<file path="src/rtl/cpld_spi_pkg.sv">
// Shared types and constants for the MCU-side SPI master that talks to the CPLD core logic.
// Opcode values mirror the CPLD MCU state encoding.
package cpld_spi_pkg;

  typedef enum logic [2:0] {
    ST_IDLE  = 3'd0,
    ST_SETUP = 3'd1,
    ST_LOW   = 3'd2,
    ST_HIGH  = 3'd3,
    ST_FETCH = 3'd4,
    ST_HOLD  = 3'd5,
    ST_GAP   = 3'd6
  } spi_state_e;

  localparam logic [7:0] MCU_OPCODE        = 8'h00;
  localparam logic [7:0] MCU_READ_STATUS   = 8'h01;
  localparam logic [7:0] MCU_WRITE_COMMAND = 8'h02;
  localparam logic [7:0] MCU_ACCESS_RAM    = 8'h03;
  localparam logic [7:0] MCU_RESET         = 8'h04;

  typedef enum logic [1:0] {
    RPC_NONE    = 2'd0,
    RPC_ISSUED  = 2'd1,
    RPC_WAITING = 2'd2
  } rpc_cmd_e;

  function automatic int max3(input int a, input int b, input int c);
    int m;
    m = (a > b) ? a : b;
    return (m > c) ? m : c;
  endfunction

endpackage

</file>
<file path="src/rtl/cpld_host_spi_master_phase_timer.sv">
// Loadable down-counter; o_tick is high on the last cycle of a loaded phase.
// Loading N-1 therefore gives a phase exactly N cycles long.
module spi_phase_timer #(
  parameter int W = 3
) (
  input  logic         clk,
  input  logic         reset,
  input  logic         i_load,
  input  logic [W-1:0] i_value,
  output logic         o_tick
);

  logic [W-1:0] r_count;

  // Count down to zero and park there until the next load.
  always_ff @(posedge clk or posedge reset) begin
    if (reset) begin
      r_count <= {W{1'b0}};
    end else if (i_load) begin
      r_count <= i_value;
    end else if (r_count != {W{1'b0}}) begin
      r_count <= r_count - {{(W-1){1'b0}}, 1'b1};
    end else begin
      r_count <= r_count;
    end
  end

  assign o_tick = (r_count == {W{1'b0}});

endmodule

</file>
<file path="src/rtl/cpld_host_spi_master.sv">
// Mode-0, LSB-first SPI master: one opcode byte plus 0..255 streamed data bytes per nSS frame,
// driving the CPLD MCU port. All SPI pins are registered; reset raises nSS immediately.
module cpld_host_spi_master
  import cpld_spi_pkg::*;
#(
  parameter int CLK_DIV   = 4,
  parameter int SETUP_CYC = 4,
  parameter int GAP_CYC   = 4
) (
  input  logic       clk,
  input  logic       reset,
  input  logic       start,
  input  logic [7:0] opcode,
  input  logic [7:0] length,
  input  logic [7:0] tx_data,
  input  logic       tx_valid,
  output logic       tx_ready,
  output logic [7:0] rx_data,
  output logic       rx_valid,
  input  logic       abort,
  output logic       busy,
  output logic       done,
  output logic       spi_nss,
  output logic       spi_sck,
  output logic       spi_mosi,
  input  logic       spi_miso
);

  localparam int TW = $clog2(max3(CLK_DIV, SETUP_CYC, GAP_CYC) + 1);
  localparam logic [TW-1:0] LD_SETUP = TW'(SETUP_CYC - 1);
  localparam logic [TW-1:0] LD_HALF  = TW'(CLK_DIV - 1);
  localparam logic [TW-1:0] LD_GAP   = TW'(GAP_CYC - 1);
  // The FETCH cycle doubles as the first low cycle of the next byte; with CLK_DIV=1
  // one extra low cycle is kept so MOSI is never updated on the rising edge.
  localparam logic [TW-1:0] LD_FETCH = TW'((CLK_DIV > 1) ? (CLK_DIV - 2) : 0);

  spi_state_e  r_state;
  logic [7:0]  r_tx_shift, r_rx_shift, r_rx_data, r_bytes_left;
  logic [2:0]  r_bit_cnt;
  logic        r_is_opcode, r_abort;
  logic        r_nss, r_sck, r_mosi, r_tx_ready, r_rx_valid, r_busy, r_done;
  logic        w_tick, w_load, w_start_ok, w_more, w_xfer;
  logic [TW-1:0] w_load_val;
  logic [7:0]  w_rx_byte;

  assign w_start_ok = start & ~r_done;
  assign w_more     = (r_bytes_left != 8'd0) & ~r_abort & ~abort;
  assign w_xfer     = tx_valid & r_tx_ready;
  assign w_rx_byte  = {spi_miso, r_rx_shift[7:1]};

  spi_phase_timer #(.W(TW)) u_phase_timer (
    .clk     (clk),
    .reset   (reset),
    .i_load  (w_load),
    .i_value (w_load_val),
    .o_tick  (w_tick)
  );

  // Phase-length reload on every state change that enters a timed phase.
  always_comb begin
    w_load     = 1'b0;
    w_load_val = LD_HALF;
    case (r_state)
      ST_IDLE: begin
        if (w_start_ok) begin
          w_load     = 1'b1;
          w_load_val = LD_SETUP;
        end else begin
          w_load = 1'b0;
        end
      end
      ST_SETUP, ST_LOW: begin
        w_load = w_tick;
      end
      ST_HIGH: begin
        if (w_tick && (r_bit_cnt != 3'd7)) begin
          w_load = 1'b1;
        end else if (w_tick && !w_more) begin
          w_load     = 1'b1;
          w_load_val = LD_SETUP;
        end else begin
          w_load = 1'b0;
        end
      end
      ST_FETCH: begin
        if (w_xfer) begin
          w_load     = 1'b1;
          w_load_val = LD_FETCH;
        end else begin
          w_load = 1'b0;
        end
      end
      ST_HOLD: begin
        if (w_tick) begin
          w_load     = 1'b1;
          w_load_val = LD_GAP;
        end else begin
          w_load = 1'b0;
        end
      end
      default: begin
        w_load = 1'b0;
      end
    endcase
  end

  // Frame sequencer with registered SPI pins and stream handshakes.
  always_ff @(posedge clk or posedge reset) begin
    if (reset) begin
      r_state      <= ST_IDLE;
      r_tx_shift   <= 8'h00;
      r_rx_shift   <= 8'h00;
      r_rx_data    <= 8'h00;
      r_bytes_left <= 8'h00;
      r_bit_cnt    <= 3'd0;
      r_is_opcode  <= 1'b0;
      r_abort      <= 1'b0;
      r_nss        <= 1'b1;
      r_sck        <= 1'b0;
      r_mosi       <= 1'b0;
      r_tx_ready   <= 1'b0;
      r_rx_valid   <= 1'b0;
      r_busy       <= 1'b0;
      r_done       <= 1'b0;
    end else begin
      r_rx_valid <= 1'b0;
      r_done     <= 1'b0;
      if (abort && r_busy) begin
        r_abort <= 1'b1;
      end
      case (r_state)
        ST_IDLE: begin
          if (w_start_ok) begin
            r_tx_shift   <= opcode;
            r_mosi       <= opcode[0];
            r_bytes_left <= length;
            r_bit_cnt    <= 3'd0;
            r_is_opcode  <= 1'b1;
            r_abort      <= 1'b0;
            r_busy       <= 1'b1;
            r_nss        <= 1'b0;
            r_state      <= ST_SETUP;
          end
        end
        ST_SETUP: begin
          if (w_tick) r_state <= ST_LOW;
        end
        ST_LOW: begin
          if (w_tick) begin
            r_sck   <= 1'b1;
            r_state <= ST_HIGH;
          end
        end
        ST_HIGH: begin
          if (w_tick) begin
            r_sck      <= 1'b0;
            r_rx_shift <= w_rx_byte;
            if (r_bit_cnt != 3'd7) begin
              r_bit_cnt  <= r_bit_cnt + 3'd1;
              r_tx_shift <= {1'b0, r_tx_shift[7:1]};
              r_mosi     <= r_tx_shift[1];
              r_state    <= ST_LOW;
            end else begin
              r_bit_cnt   <= 3'd0;
              r_is_opcode <= 1'b0;
              if (!r_is_opcode) begin
                r_rx_data  <= w_rx_byte;
                r_rx_valid <= 1'b1;
              end
              if (w_more) begin
                r_tx_ready <= 1'b1;
                r_state    <= ST_FETCH;
              end else begin
                r_state <= ST_HOLD;
              end
            end
          end
        end
        ST_FETCH: begin
          if (w_xfer) begin
            r_tx_shift   <= tx_data;
            r_mosi       <= tx_data[0];
            r_bytes_left <= r_bytes_left - 8'd1;
            r_tx_ready   <= 1'b0;
            r_state      <= ST_LOW;
          end
        end
        ST_HOLD: begin
          if (w_tick) begin
            r_nss   <= 1'b1;
            r_mosi  <= 1'b0;
            r_state <= ST_GAP;
          end
        end
        ST_GAP: begin
          if (w_tick) begin
            r_done  <= 1'b1;
            r_busy  <= 1'b0;
            r_abort <= 1'b0;
            r_state <= ST_IDLE;
          end
        end
        default: begin
          r_state <= ST_IDLE;
        end
      endcase
    end
  end

  assign spi_nss  = r_nss;
  assign spi_sck  = r_sck;
  assign spi_mosi = r_mosi;
  assign tx_ready = r_tx_ready;
  assign rx_data  = r_rx_data;
  assign rx_valid = r_rx_valid;
  assign busy     = r_busy;
  assign done     = r_done;

endmodule

</file>
<file path="config.mk">
export PLATFORM = sky130hd
export DESIGN_NAME = cpld_host_spi_master
export DESIGN_NICKNAME = d
export VERILOG_FILES = /design/src/rtl/cpld_spi_pkg.sv /design/src/rtl/cpld_host_spi_master_phase_timer.sv /design/src/rtl/cpld_host_spi_master.sv
export SDC_FILE = /design/constraint.sdc
export NUM_CORES = 1
export LEC_CHECK = 0
export ABC_AREA = 1
export CAP_MARGIN = 20
export CORE_ASPECT_RATIO = 1.1
export CORE_MARGIN = 3
export CORE_UTILIZATION = 50
export CTS_CLUSTER_SIZE = 25
export DETAILED_ROUTE_END_ITERATION = 7
export HOLD_SLACK_MARGIN = 0.05
export PLACE_DENSITY = 0.76
export SLEW_MARGIN = 5
export SYNTH_ARGS = -nofsm -noshare
export SYNTH_HDL_FRONTEND = slang
export SYNTH_HIERARCHICAL = 1
export SYNTH_SLANG_ARGS = --single-unit
</file>
<file path="constraint.sdc">
create_clock -name clk -period 5.8 [get_ports clk]
set_input_delay 1.45 -clock clk [delete_from_list [all_inputs] [get_ports clk]]
set_output_delay 1.45 -clock clk [all_outputs]
set_load 0.01 [all_outputs]
</file>
[Word-level counts from Yosys, hierarchy flattened]
Index checks and enable logic that the tools add are counted.
Word-level totals
  output and inout bits: 15
  register bits after elaboration: 50
  logic and storage cells: 136
  bits of input ports: 30
Operators by class
  add/subtract/negate cells: 3
  reductions and logical operators: 30
  equal/unequal tests: 17
  muxes and demuxes: 61
  bitwise logic cells: 9
Operators by type and width (count)
  2-to-1 mux 8 bit: 6
  2-to-1 mux 3 bit: 13
  2-to-1 mux 1 bit: 30
  case mux 8 bit (3 select lines): 1
  case mux 3 bit (7 select lines): 1
  inequality test 2 bit, second input constant: 10
  case mux 8 bit (2 select lines): 1
  AND reduction 3 bit: 5
  nonzero test 2 bit: 7
  case mux 1 bit (2 select lines): 6
  AND reduction 5 bit: 2
  equality test 3 bit, second input constant: 3
  AND reduction 4 bit: 2
  nonzero test 8 bit: 1
  subtractor 8 x 1 -> 8 bit, second input constant: 1
  AND reduction 7 bit: 1
  equality test 3 x 2 -> 1 bit, second input constant: 2
  zero test 3 bit: 2
  case mux 3 bit (2 select lines): 1
  AND reduction 6 bit: 1
  nonzero test 3 bit: 2
  inverter 1 bit: 5
  case mux 1 bit (5 select lines): 1
  bitwise AND 1 bit: 4
  other kinds (10): 12

[Logic depth before layout (Yosys ltp)]
  depth in word-level cells: 9
  gate-level depth with buffers: 13
  mapped depth without buffers: 12

[By module]
The synthesis kept the hierarchy.
By module, submodules not included
  cpld_host_spi_master: area an instance 2438.6 µm², cells each 341, instances 1, sequential area each 1127.3 µm²
  spi_phase_timer: area an instance 211.5 µm², cells each 33, instances 1, sequential area each 75.1 µm²

[Worst setup path after synthesis]
No wires, ideal clock.
  kind: input -> register
  start point: input tx_valid
  end point: register u_phase_timer.r_count[0]
  stages: 10
  arrival: 2.371 ns
  setup slack: 3.313 ns
  library setup time: 0.116 ns
  data required time: 5.684 ns
  path buffers: 0
  cell sequence: nand2_1 nand3_1 nand3_2 inv_2 a21oi_1 nand2_1 nand2_1 o21ai_0 nand2_1 nand2_1
Between the ends
  longest elaborated chain between the ends: 4
  elaborated cells between the ends (all ways): 7
  classes of those cells: 5 x mux; 1 x bitwise; 1 x reduce/logical
RTL lines
  from (decl): line cpld_host_spi_master.sv:16  | input logic tx_valid,
  bitwise AND 1 bit *: line cpld_host_spi_master.sv:48  | assign w_xfer = tx_valid & r_tx_ready;
  2-to-1 mux 1 bit *: line cpld_host_spi_master.sv:86  | if (w_xfer) begin
  case mux 1 bit (5 select lines) *: line cpld_host_spi_master.sv:63  | case (r_state)
  named net w_load: line cpld_host_spi_master.sv:42  | logic w_tick, w_load, w_start_ok, w_more, w_xfer;
  2-to-1 mux 3 bit or nonzero test 2 bit (tied branches)
  to (signal assigned): line cpld_host_spi_master_phase_timer.sv:18  | r_count <= {W{1'b0}};
  to (signal assigned): line cpld_host_spi_master_phase_timer.sv:20  | r_count <= i_value;
  to (signal assigned): line cpld_host_spi_master_phase_timer.sv:22  | r_count <= r_count - {{(W-1){1'b0}}, 1'b1};
  to (decl): line cpld_host_spi_master_phase_timer.sv:13  | logic [W-1:0] r_count;
Mark *: on every way through the listed nets, which the timed path passes. The rest lies on a longest branch.
A chain may end at the register's enable or synchronous reset.

[Worst setup path after layout]
  start point: input start
  end point: register u_phase_timer.r_count[0]
Between the ends
  longest elaborated chain between the ends: 4
  elaborated cells between the ends (all ways): 5
  classes of those cells: 3 x mux; 1 x bitwise; 1 x reduce/logical
RTL lines
  from (decl): line cpld_host_spi_master.sv:12  | input logic start,
  bitwise AND 1 bit *: line cpld_host_spi_master.sv:46  | assign w_start_ok = start & ~r_done;
  2-to-1 mux 1 bit *: line cpld_host_spi_master.sv:65  | if (w_start_ok) begin
  case mux 1 bit (5 select lines) *: line cpld_host_spi_master.sv:63
  named net w_load: line cpld_host_spi_master.sv:42
  2-to-1 mux 3 bit or nonzero test 2 bit (tied branches)
Marks and branches as above.

==> impl_metrics.prom <==
# TYPE chip_impl_metric gauge
chip_impl_metric{name="postRouteWirelength",unit="µm"} 5597
chip_impl_info{name="layout.cells.most_common",value="sky130_fd_sc_hd__nand2_1"} 1
chip_impl_metric{name="finClkSkew",unit="ns"} 0.009126
chip_impl_info{name="clock_tree_from_tritoncts",value="yes"} 1
chip_impl_info{name="hold_path_startpoint",value="r_tx_shift[6]"} 1
chip_impl_info{name="regToRegEndpoint",value="u_phase_timer/r_count[0]"} 1
chip_impl_metric{name="critical_path.n_buffers_inverters",unit=""} 2
chip_impl_metric{name="max_freq",unit="GHz"} 0.3455
chip_impl_metric{name="syn_avg_cell_area",unit="µm²"} 7.086
chip_impl_metric{name="post-route-min-period",unit="ns"} 2.895
chip_impl_metric{name="yosys_warnings",unit=""} 6
chip_impl_metric{name="clkSinkCount",unit=""} 48
chip_impl_metric{name="cp.arrival",unit="ns"} 3.09
chip_impl_info{name="post-synth-top-area-cell",value="sky130_fd_sc_hd__dfrtp_1"} 1
chip_impl_metric{name="power-per-cell-area",unit="nW/µm²"} 447.4
chip_impl_metric{name="syn-cell-area",unit="µm²"} 2650
chip_impl_metric{name="global_route_wire_length_before_repair",unit="µm"} 9680
chip_impl_metric{name="die_area",unit="µm²"} 6211
chip_impl_metric{name="initial_antenna_violation_count",unit=""} 0
chip_impl_info{name="clock-root-buffer",value="sky130_fd_sc_hd__clkbuf_8"} 1
chip_impl_metric{name="post_drt_wl_per_cell",unit="µm"} 11.71
chip_impl_metric{name="io_buffers",unit=""} 44
chip_impl_metric{name="syn_inst",unit=""} 374
chip_impl_metric{name="core.rowCount",unit=""} 27
chip_impl_metric{name="antenna_fix_cells",unit=""} 0
chip_impl_metric{name="post-dp-hpwl",unit="µm"} 4163
chip_impl_metric{name="slew-limit-headroom",unit="%"} 60.81
chip_impl_info{name="timing.hold.worst.class",value="reg2reg"} 1
chip_impl_metric{name="ctsResizeCount",unit=""} 0
chip_impl_info{name="rsz0062_at_grt",value="false"} 1
chip_impl_info{name="worst_path_most_repeated_cell",value="sky130_fd_sc_hd__nand2_1"} 1
chip_impl_metric{name="detailedRoute.firstPassIterationCount",unit=""} 4
chip_impl_metric{name="area_growth_syn_to_layout",unit="%"} 22.14
chip_impl_metric{name="worst_r2r_path_depth",unit=""} 12
chip_impl_metric{name="ys_seq_elements",unit=""} 48
chip_impl_metric{name="max_fo_critical_path",unit=""} 9
chip_impl_metric{name="grt_max_degree",unit=""} 46
chip_impl_metric{name="synth.yosys.seq_area_share",unit="%"} 45.37
chip_impl_metric{name="post_synth_num_cell_types",unit=""} 24
chip_impl_metric{name="p_leak",unit="nW"} 1.663
chip_impl_metric{name="crit_share_post_route",unit="%"} 49.91
chip_impl_metric{name="clk_path_buf_depth",unit=""} 2
chip_impl_metric{name="drive_gt1_share",unit="%"} 6.429
chip_impl_metric{name="max-vdd-ir-drop",unit="mV"} 0.1850
chip_impl_metric{name="hold_viol_final",unit=""} 0
chip_impl_metric{name="mappedNetlistNets",unit=""} 409
chip_impl_info{name="crit_path_end",value="u_phase_timer/r_count[0]"} 1
chip_impl_info{name="status",value="finished, final reports clean"} 1
chip_impl_metric{name="finalSetupViolCount",unit=""} 0
chip_impl_metric{name="fin_total_pwr",unit="W"} 0.001448
chip_impl_metric{name="ff2ff_setup_slack",unit="ns"} 3.49
chip_impl_metric{name="maximum_level_of_the_cts_h_tree",unit=""} 2
chip_impl_metric{name="cts_made_buffers",unit=""} 5
chip_impl_metric{name="grt_pass1_vias",unit=""} 2228
chip_impl_metric{name="number_of_pins_exceeding_their_max_slew_limit_in_the_final_report",unit=""} 0
chip_impl_metric{name="final_nets",unit=""} 454
chip_impl_metric{name="maxCapViolations",unit=""} 0
chip_impl_metric{name="worst_setup_hold_path_clk_slew",unit="ns"} 0.09
chip_impl_metric{name="routabilityCongestion",unit=""} 0.8550
chip_impl_metric{name="place_area",unit="µm²"} 3120
chip_impl_metric{name="grtUsageTotal",unit="%"} 20.04
chip_impl_metric{name="antenna_violating_nets_post_route",unit=""} 0
chip_impl_info{name="worst_r2r_startpoint",value="u_phase_timer/r_count[0]"} 1
chip_impl_info{name="synth_top_cells_by_area",value="sky130_fd_sc_hd__dfrtp_1 44%, sky130_fd_sc_hd__nand2_1 22%, sky130_fd_sc_hd__inv_1 5.7%"} 1
chip_impl_metric{name="initial_standard_cell_utilization_of_the_core",unit="%"} 52.30
chip_impl_metric{name="io_pins",unit=""} 45
chip_impl_metric{name="drt_first_iter_violations",unit=""} 100
chip_impl_metric{name="route.vias.total",unit=""} 2364
chip_impl_metric{name="hold_ws",unit="ns"} 0.4762
chip_impl_metric{name="cpPeakStageDelay",unit="ns"} 0.44
chip_impl_info{name="critical_path.startpoint",value="start"} 1
chip_impl_metric{name="global_route.overflow_total",unit=""} 0
chip_impl_metric{name="stdcell_area",unit="µm²"} 3237
chip_impl_metric{name="die-height",unit="µm"} 82.36
chip_impl_info{name="final_cell_mix",value="155 x sky130_fd_sc_hd__nand2_1, 47 x sky130_fd_sc_hd__dfrtp_1, 44 x sky130_fd_sc_hd__clkdlybuf4s50_1, 39 x sky130_fd_sc_hd__inv_1, 28 x sky130_fd_sc_hd__nand3_1"} 1
chip_impl_info{name="worstSetupStartpointType",value="input pin"} 1
chip_impl_metric{name="required_worst_endpoint",unit="ns"} 6.00
chip_impl_metric{name="netlist.area_leader.share",unit="%"} 44.38
chip_impl_metric{name="setup_total_negative_slack",unit="ns"} 0
chip_impl_metric{name="drc_errors",unit=""} 0
chip_impl_info{name="cells_traversed_along_the_worst_timing_path",value="clkdlybuf4s50_1 > nand2_1 > nand3_1 > nand3_2 > inv_2 > a21oi_1 > nand2_1 > nand2_1 > o21ai_0 > nand2_1 > nand2_1"} 1
chip_impl_info{name="critPathKind",value="in2reg"} 1
chip_impl_info{name="worst_path_max_delay_cell",value="sky130_fd_sc_hd__clkdlybuf4s50_1"} 1
chip_impl_info{name="critical_path.endpoint_type",value="flop"} 1
chip_impl_metric{name="worst_slew_pin_slew",unit="ns"} 0.5873
chip_impl_metric{name="core_region_area",unit="µm²"} 5067
chip_impl_metric{name="fin_util",unit="%"} 63.88
chip_impl_metric{name="holdBufCountCts",unit=""} 0
chip_impl_metric{name="post_drt_via_cell_ratio",unit=""} 4.946
chip_impl_metric{name="post_cts_buffers",unit=""} 0
chip_impl_info{name="critical-path-top-delay-family",value="simple AND/OR/NAND/NOR gates"} 1
chip_impl_metric{name="worstSetupPathDepth",unit=""} 11
chip_impl_metric{name="dieWidth",unit="µm"} 75.42
chip_impl_metric{name="clk_latency",unit="ns"} 0.31
## where the power goes
group | internal (W) | leakage, nW | switching (W)
Clock | 0.000130 | 0.0583 | 0.000115
Combinational | 0.000236 | 0.998 | 0.000430
Sequential | 0.000454 | 0.606 | 0.0000826
## stage by stage
stage          instances  setup slack, ns
3_5_place_dp         470            2.599
2_1_floorplan        374            3.292
5_1_grt              478            2.809
3_3_place_gp         470            2.676
6_report             478            2.905
4_1_cts              478            2.923
## metal layers
layer  vias to the layer above  global-route usage [%]  part of all wire [%]
li1                       1244                       -                     -
met1                      1070                   25.62                    47
met2                        45                   34.46                    47
met3                         5                   4.479                   5.3
met4                         0                   4.545                  0.79
met5                         -                       0                     0
## flip-flops by register name, indices dropped and copies added, names as in the netlist
register and flops:
done 1, r_bytes_left 8, tx_ready 1, busy 1, rx_valid 1, spi_nss 1
rx_data 8, r_bit_cnt 3, u_phase_timer/r_count 3, spi_sck 1, r_tx_shift 7, r_rx_shift 7
r_is_opcode 1, spi_mosi 1, r_abort 1, r_state 3
## final cells by class
cell class	instances	area (µm²)
clock buffer	5	68.82
inverter	47	176.4
fill	462	1831
tap	58	72.57
sequential	48	1202
timing repair buffer	45	447.9
clock inverter	3	47.55
multi-input combinational	272	1221
## worst reg2reg max path, stage by stage, from the launching register on
cell and delay (ns):
sky130_fd_sc_hd__dfrtp_1 0.40, sky130_fd_sc_hd__inv_1 0.08, sky130_fd_sc_hd__ha_1 0.18, sky130_fd_sc_hd__inv_1 0.06, sky130_fd_sc_hd__nor2_2 0.12, sky130_fd_sc_hd__clkinv_1 0.29, sky130_fd_sc_hd__nor2_4 0.39, sky130_fd_sc_hd__o21ai_0 0.20
sky130_fd_sc_hd__nand2_1 0.23, sky130_fd_sc_hd__nand2_1 0.07, sky130_fd_sc_hd__o21ai_0 0.08, sky130_fd_sc_hd__nand2_1 0.08, sky130_fd_sc_hd__nand2_1 0.07
## how the worst min path moves through the flow
stage	endpoint	slack, ns	cells past startpoint
5_1_grt	r_tx_shift[6]	0.51	2
2_1_floorplan	r_tx_shift[1]	0.44	2
4_1_cts	r_tx_shift[6]	0.48	2
3_3_place_gp	spi_mosi	0.45	2
3_5_place_dp	r_tx_shift[3]	0.46	2
6_report	r_tx_shift[6]	0.48	2
## cells in the mapped netlist
master and number:
sky130_fd_sc_hd__nand2_1 155, sky130_fd_sc_hd__dfrtp_1 47, sky130_fd_sc_hd__inv_1 40, sky130_fd_sc_hd__nand3_1 28, sky130_fd_sc_hd__nor2_1 27, sky130_fd_sc_hd__o21ai_0 26, sky130_fd_sc_hd__o21ai_1 7, sky130_fd_sc_hd__a21oi_1 5
sky130_fd_sc_hd__ha_1 5, sky130_fd_sc_hd__inv_2 5, sky130_fd_sc_hd__buf_2 4, sky130_fd_sc_hd__nand3_2 4, sky130_fd_sc_hd__nand2_2 3, sky130_fd_sc_hd__nor2_4 3, sky130_fd_sc_hd__buf_6 2, sky130_fd_sc_hd__clkinv_1 2
sky130_fd_sc_hd__conb_1 2, sky130_fd_sc_hd__nand4_1 2, sky130_fd_sc_hd__nor2_2 2, sky130_fd_sc_hd__buf_4 1, sky130_fd_sc_hd__dfstp_2 1, sky130_fd_sc_hd__nor3_1 1, sky130_fd_sc_hd__nor3b_1 1, sky130_fd_sc_hd__o21a_1 1
## cells by family after synthesis
family | share of synthesized area, %
and+or+nand+nor | 35.98
DFF | 45.37
buffers and inverters | 8.546
AOI/OAI and AO/OA | 7.460
adders and majority gates | 2.361
other | 0.2834
(Power assumes the default switching activity.)
